===== src/rtl/pwm_core.sv =====
// Complementary PWM output stage with dead-time insertion and shadowed period/duty registers.
// The counter is external; this block compares it against the shadowed duty and sequences both outputs.
module pwm_core (
    input  logic        slow_clk,
    input  logic        rst,
    input  logic        counter_en,
    input  logic        mode,
    input  logic        out_en,
    input  logic        polarity,
    input  logic [15:0] counter,
    input  logic [15:0] period_reg,
    input  logic [15:0] duty_reg,
    input  logic [7:0]  deadtime,
    output logic        pwm_h,
    output logic        pwm_l,
    output logic        period_done
);

    localparam logic [2:0] ST_OFF   = 3'd0;
    localparam logic [2:0] ST_HIGH  = 3'd1;
    localparam logic [2:0] ST_DT_HL = 3'd2;
    localparam logic [2:0] ST_LOW   = 3'd3;
    localparam logic [2:0] ST_DT_LH = 3'd4;

    logic [15:0] period_sh;
    logic [15:0] duty_sh;
    logic        raw_q;
    logic [2:0]  state_r;
    logic [7:0]  dt_cnt;

    logic        run_s;
    logic        load_s;
    logic        raw_s;
    logic        done_s;
    logic [2:0]  state_s;
    logic [7:0]  dt_cnt_s;

    // Run qualifier, shadow-load strobe, compare result and end-of-period detect.
    always_comb begin
        run_s  = mode && counter_en;
        load_s = !run_s || (counter == 16'd0);
        if (duty_sh == 16'd0) begin
            raw_s = 1'b0;
        end else if ((period_sh != 16'd0) && (duty_sh >= period_sh)) begin
            raw_s = 1'b1;
        end else begin
            raw_s = (counter < duty_sh);
        end
        // period_sh == 0 wraps to 0xFFFF, i.e. a 65536-count period.
        done_s = run_s && (counter == (period_sh - 16'd1));
    end

    // Dead-time sequencer next-state logic.
    always_comb begin
        state_s  = state_r;
        dt_cnt_s = dt_cnt;
        if (!(run_s && out_en)) begin
            state_s  = ST_OFF;
            dt_cnt_s = 8'd0;
        end else begin
            case (state_r)
                ST_OFF: begin
                    if (!raw_q) begin
                        state_s = ST_LOW;
                    end else if (deadtime == 8'd0) begin
                        state_s = ST_HIGH;
                    end else begin
                        state_s  = ST_DT_LH;
                        dt_cnt_s = deadtime;
                    end
                end
                ST_HIGH: begin
                    if (raw_q) begin
                        state_s = ST_HIGH;
                    end else if (deadtime == 8'd0) begin
                        state_s = ST_LOW;
                    end else begin
                        state_s  = ST_DT_HL;
                        dt_cnt_s = deadtime;
                    end
                end
                ST_LOW: begin
                    if (!raw_q) begin
                        state_s = ST_LOW;
                    end else if (deadtime == 8'd0) begin
                        state_s = ST_HIGH;
                    end else begin
                        state_s  = ST_DT_LH;
                        dt_cnt_s = deadtime;
                    end
                end
                ST_DT_HL: begin
                    if (raw_q) begin
                        state_s  = ST_HIGH;
                        dt_cnt_s = 8'd0;
                    end else if (dt_cnt <= 8'd1) begin
                        state_s  = ST_LOW;
                        dt_cnt_s = 8'd0;
                    end else begin
                        dt_cnt_s = dt_cnt - 8'd1;
                    end
                end
                ST_DT_LH: begin
                    if (!raw_q) begin
                        state_s  = ST_LOW;
                        dt_cnt_s = 8'd0;
                    end else if (dt_cnt <= 8'd1) begin
                        state_s  = ST_HIGH;
                        dt_cnt_s = 8'd0;
                    end else begin
                        dt_cnt_s = dt_cnt - 8'd1;
                    end
                end
                default: begin
                    state_s  = ST_OFF;
                    dt_cnt_s = 8'd0;
                end
            endcase
        end
    end

    // State, shadows, compare and registered outputs; outputs decode the next state so they never overlap.
    always_ff @(posedge slow_clk) begin
        if (rst) begin
            state_r     <= ST_OFF;
            dt_cnt      <= 8'd0;
            raw_q       <= 1'b0;
            period_sh   <= 16'd0;
            duty_sh     <= 16'd0;
            period_done <= 1'b0;
            pwm_h       <= polarity;
            pwm_l       <= polarity;
        end else begin
            state_r     <= state_s;
            dt_cnt      <= dt_cnt_s;
            raw_q       <= raw_s;
            period_done <= done_s;
            if (load_s) begin
                period_sh <= period_reg;
                duty_sh   <= duty_reg;
            end else begin
                period_sh <= period_sh;
                duty_sh   <= duty_sh;
            end
            pwm_h <= (state_s == ST_HIGH) ? !polarity : polarity;
            pwm_l <= (state_s == ST_LOW)  ? !polarity : polarity;
        end
    end

endmodule


===== config.mk =====
export PLATFORM = sky130hd
export DESIGN_NAME = pwm_core
export DESIGN_NICKNAME = d
export VERILOG_FILES = /design/src/rtl/pwm_core.sv
export SDC_FILE = /design/constraint.sdc
export NUM_CORES = 1
export LEC_CHECK = 0
export BUFFER_PORTS_ARGS = -buffer_cell sky130_fd_sc_hd__buf_4
export CORE_MARGIN = 2
export CORE_UTILIZATION = 50
export DETAILED_ROUTE_END_ITERATION = 12
export PLACE_DENSITY = 0.76
export SYNTH_ARGS = -nofsm -noshare
export SYNTH_HDL_FRONTEND = slang
export SYNTH_SLANG_ARGS = --single-unit

===== constraint.sdc =====
create_clock -name slow_clk -period 2.06 [get_ports slow_clk]
set_input_delay 0.515 -clock slow_clk [delete_from_list [all_inputs] [get_ports slow_clk]]
set_output_delay 0.515 -clock slow_clk [all_outputs]
set_load 0.005 [all_outputs]

---- After elaboration in Yosys (flattened, before gate mapping) ----
Cells that the tools add are included.
storage, ports and cells
  register bits after elaboration ......... 47
  bits in latches ......................... 0
  memory bits (writable) .................. 0
  bits in read-only memories .............. 0
  output and inout port bits .............. 3
  word-level logic and storage cells ...... 61
  memories kept ........................... 0
operators by class
  add/subtract/negate cells ............... 2
  multipliers ............................. 0
  div/mod/pow operators ................... 0
  magnitude comparators ................... 3
  equal/unequal tests ..................... 9
  shift operators ......................... 0
  multiplexer cells ....................... 22
  bitwise operators ....................... 1
  reductions and logical operators ........ 16
operator list
  kind                     number
  $mux W8                  6
  $logic_not A16 Y1        2
  $pmux W8 S4              1
  $mux W3                  7
  $eq A16 B16 Y1           1
  $ge A16 B16 Y1           1
  $lt A16 B16 Y1           1
  $reduce_bool A16 Y1      1
  $sub A16 B1 Y16 const B  1
  $pmux W3 S4              1
  $eq A3 B2 Y1 const B     3
  $le A8 B1 Y1 const B     1
  $logic_not A8 Y1         1
  $sub A8 B1 Y8 const B    1
  $eq A3 B1 Y1 const B     2
  $mux W1                  6
  $reduce_or A2 Y1         3
  $logic_and A1 B1 Y1      4
  $eq A3 B3 Y1 const B     1
  $logic_not A3 Y1         1
  $logic_not A1 Y1         2
  $mux W2                  1
  $ne A2 B1 Y1 const B     1
  $ne A2 B2 Y1 const B     1
  other kinds (3)          3

---- Logic depth before layout (Yosys ltp) ----
  depth in word-level cells ............... 8
  mapped depth ............................ 10
  depth with buffers taken out ............ 8

---- Worst setup path after synthesis ----
Ideal clock, no wire load.
  path kind ............................... reg-to-reg
  start ................................... register period_sh[0]
  end ..................................... register period_done
  arrival ................................. 1.851 ns
  required time ........................... 1.965 ns
  setup slack ............................. 0.114 ns
  stages on the path, launching flop included .. 9
  buffers on the path ..................... 1
  cell sequence ........................... dfxtp_1 buf_2 inv_1 ha_1 xnor2_1 or4_1 nor4_1 nand4_1 a221oi_1
between the ends
  longest elaborated chain between the ends .. 3
ends and longest elaborated chain
  element                 RTL line  source
  from (decl)             25        logic [15:0] period_sh;
  from (signal assigned)  139       period_sh <= period_reg;
  from (signal assigned)  142       period_sh <= period_sh;
  $sub A16 B1 Y16         50        done_s = run_s && (counter == (period_sh - 16'd1));
  $eq A16 B16 Y1          50
  $logic_and A1 B1 Y1     50
  to (signal assigned)    137       period_done <= done_s;
  to (decl)               16        output logic period_done
No other way between the ends.
A chain may end at the register's enable or synchronous reset.

---- Final worst setup path ----
  start ................................... register period_sh[0]
  end ..................................... register raw_q
between the ends
  longest elaborated chain between the ends .. 3
  elaborated cells on any way between the ends .. 4
ends and longest elaborated chain
  element                                                       RTL line  source
  $ge A16 B16 Y1 / $reduce_bool A16 Y1 (equally long branches)  44        end else if ((period_sh != 16'd0) && (duty_sh >= period_sh)) begin
  $logic_and A1 B1 Y1 *                                         44
  $mux W1 *                                                     44
  to (signal assigned)                                          136       raw_q <= raw_s;
  to (decl)                                                     27        logic raw_q;
Every way passes the cells marked *; elsewhere a longest branch is shown, timed or not.

==> implementation parameters <==
Parameter                              Value

Status
  Result of the run ... finished, final reports clean

Power
  Peak ir drop on the vdd network ... roughly 0.00033 V
  Leakage ... 1.84 nW
  Power density relative to cell area ... between 500 and 600 mW/mm^2
  Total Power ... 2.29 mW

STA
  Clk_skew ... just over 0.009 ns
  Setup repair after global routing missed its margin ... false
  Total negative setup slack ... 0 ns
  Tmin final ... between 1.5 and 2 ns
  Final critical-path share of the clock period ... a little over nine tenths
  Worst relative slew slack ... around 70%
  Transition time at the pin with the least slew margin ... approximately 0.45 ns
  Endpoints failing hold ... 0
  Achievable clock frequency ... roughly 0.50 GHz
  Setup violators final ... 0
  Max-slew violation count ... 0

Clock tree
  Clock sink count ... 47
  CTS tree ... built
  Root buf cell ... clkbuf_8
  Clk slew on worst S/H paths ... about 0.09 ns
  Deepest clock path buffer count ... 2
  Number of CTS-inserted buffers ... 5
  Cts hold-fix bufs ... 0
  H-tree lvl count ... 2
  Clock Latency Late Sink ... around 0.31 ns

Placement
  Weighted congestion at the end of routability-driven global placement ... approximately 0.88
  PortBufs ... between 60 and 70
  Detailed-placement wirelength estimate ... approximately 7400 um

Drt
  Number of optimization iterations in the first detailed-route pass ... 5
  Sum of routed wire length over all layers ... ~9000 um
  WL per Instance ... roughly 15 um
  Routed vias ... approximately 3500
  Antenna-violating nets left ... 0
  Via-to-Cell Ratio ... 5.75
  # DRC ... 0
  Iter 0 DRT Violations ... just over 200

Setup path
  Maximum fanout count along the critical path ... 3
  Nature of the critical path startpoint ... register
  CP max-delay cell ... dfxtp_2
  Arrival @ worst endpoint ... about 2.2 ns
  Critical Path RT ... around 2.3 ns
  CP max stage delay ... 0.34 ns
  Crit path kind ... reg2reg
  CP cell instances ... buf_4 -> ha_1 -> nand2b_1 -> a21o_1 -> a31oi_1 -> o21ai_0 -> a21o_1 -> a22o_1
  Critical path endpoint category ... register
  Cell seen most often among critical-path stages ... a21o_1
  Slack of the worst reg-to-reg path ... slightly below 0.08 ns

Die
  Initial standard-cell utilization of the core ... 52.5%
  Number of top-level pins ... 65
  Die ar. ... 0.00742 sq mm
  Std-Cell Rows ... 29
  Width of the die ... about 86 um
  Floorplan Core Area ... 0.00642 sq mm
  Die boundary height ... 86.1 um

Final layout
  Number of nets in the layout ... roughly 630
  Number of antenna cells inserted ... 0
  Area Growth Syn to Fin ... 25.5%
  Filler cell count in the final layout ... 585
  Layout cell share with drive strength beyond 1 ... between 20% and 30%

Synth
  Post-synthesis net count ... between 500 and 600
  Synth Cell Area ... ~0.0034 sq mm
  Synth top area share ... 27.9%
  Seq/Total Area, Yosys ... 27.9%
  Avg Synthesized Cell Area ... approximately 7.6 sq um
  Cells after Synth ... around 440
  Cell types with the highest counts after synthesis ... 83 x nand2_1, 47 x dfxtp_1, 42 x a21oi_1
  Synth unique cells ... 54
  Main area contributors after synthesis ... dfxtp_1 28%, ha_1 13%, nand2_1 9.2%, a21oi_1 6.2%, xnor2_1 5.2%
  Cell type with the highest aggregate area in the netlist ... dfxtp_1
  Ys Warns ... 0
  Main synth FF type ... dfxtp_1
  Synth Register Bits ... 47
  Fraction of synthesis flops using an asynchronous set or reset pin ... 0%
  Number of enable-type register cells in the synthesized netlist ... 0
  Dominant cell by count in the synthesized netlist ... nand2_1

Global route
  Antenna violations before repair ... 0
  Overflow after GRT ... 0
  Via count of the first global-routing pass ... ~3400
  GR peak layer ... met2
  Met3 track utilization from global routing ... around 3.8%
  Met2 GRT Util ... between 40% and 50%
  Met1 capacity usage during global routing ... 33.4%
  Largest net degree at the start of global routing ... 33
  First-pass GRT wire length ... about 16000 um
  All-layer global routing usage ... 26.2%

Run
  Max cap viols ... 0

Hold path
  Hold Path Class ... in2reg
-- through the flow --
step	hold slack (ns)	worst slack (ns)	cell area [sq um]	std cells	utilization [%]
final	0.403	0.0784	4230	606	65.9
after global routing	0.398	0.0131	4230	606	65.9
after CTS	0.398	0.0169	4190	604	65.2
after detailed placement	0.485	-0.0576	4100	596	63.8
after global placement	0.472	0.0339	4100	596	63.8
after floorplan	0.445	0.114	3370	441	-
-- sequential cells by signal, indices dropped and copies added (netlist names) --
register	flops
duty_sh	16
period_sh	16
dt_cnt	8
state_r	3
period_done	1
pwm_h	1
pwm_l	1
raw_q	1
-- critical path, delay by kind of cell (launching register included) --
family	cells	cell delay [ns]
buf+inv	1	0.14
simple gates	1	0.14
compound gates	5	0.98
fa+ha+maj	1	0.27
flops	1	0.34
-- cells by family after synthesis --
family / Yosys count / synth area share [%]
AND/OR/NAND/NOR: 173 / 25.6
AO/OA/AOI/OAI: 103 / 19.1
buffers and inverters: 52 / 6.23
flip-flops: 47 / 27.9
adder cells (fa/ha/maj): 35 / 13.0
XOR/XNOR: 28 / 7.27
multiplexers: 3 / 0.965
-- routing by layer --
layer	vias up	part of all wire [%]
met1	1617	44
met2	113	48
li1	1730	-
met5	-	0
met4	0	2.8
met3	22	5.7
-- final cells by class --
| class | instances | area, sq um | area share, % |
|---|---|---|---|
| Multi-Input combinational cell | 342 | 2260 | 53.5 |
| Sequential cell | 47 | 943 | 22.3 |
| Timing Repair Buffer | 94 | 706 | 16.7 |
| Inverter | 38 | 143 | 3.37 |
| Tap cell | 77 | 96.3 | 2.28 |
| Clock buffer | 7 | 76.3 | 1.80 |
| Clock inverter | 1 | 5.00 | 0.118 |
-- timing repair --
| item | 4_1_cts | 5_1_grt |
|---|---|---|
| pin swaps | 1 | 4 |
| endpoints found under the setup margin | 1 | 3 |
| gates resized for setup | 1 | 10 |
| gates cloned | 0 | 0 |
| buffers inserted | 0 | 2 |
-- placed cells by master (no fill, tap or decap), types with 2 or more instances in the layout --
| cell type | netlist | routed |
|---|---|---|
| dfxtp_2 | 0 | 2 |
| or3_1 | 2 | 2 |
| dfxtp_1 | 47 | 45 |
| a211oi_2 | 1 | 2 |
| o211ai_1 | 6 | 6 |
| a22oi_1 | 2 | 2 |
| nand2b_1 | 4 | 4 |
| a21o_1 | 7 | 7 |
| nor4b_1 | 2 | 2 |
| o21ai_1 | 4 | 5 |
| nor4_1 | 9 | 8 |
| a21oi_1 | 42 | 42 |
| nor3b_1 | 3 | 3 |
| inv_1 | 38 | 38 |
| o31ai_1 | 3 | 3 |
| buf_4 | 0 | 94 |
| xor2_1 | 8 | 8 |
| o21ai_0 | 15 | 14 |
| nor2b_1 | 3 | 3 |
| o41ai_1 | 2 | 2 |
| nor4_4 | 2 | 3 |
| or4_1 | 3 | 2 |
| nand2_1 | 83 | 83 |
| and4_1 | 3 | 3 |
| o21a_1 | 3 | 3 |
| nor3_1 | 14 | 14 |
| ha_1 | 35 | 34 |
| nand4_1 | 7 | 7 |
| clkbuf_8 | 0 | 5 |
| nand3_1 | 9 | 9 |
| a31oi_1 | 4 | 4 |
| mux2_2 | 2 | 2 |
| or4_4 | 1 | 2 |
| clkbuf_1 | 7 | 2 |
| xnor2_1 | 20 | 20 |
| nor2_1 | 23 | 22 |
-- power breakdown --
| group | internal (mW) | total (mW) | switching (mW) |
|---|---|---|---|
| logic | 0.355 | 0.724 | 0.369 |
| clock network | 0.239 | 0.547 | 0.308 |
| registers | 0.958 | 1.02 | 0.0619 |
| total | 1.55 | 2.29 | 0.739 |
-- worst paths after layout --
path,from,end,depth (start not counted)
worst min-delay path,polarity,pwm_h,2
worst min register to register,duty_sh[0],duty_sh[0],2
worst max register to register,period_sh[0],raw_q,8
worst max-delay path,period_sh[0],raw_q,8
Note: power is estimated with default switching activity, not from simulation.
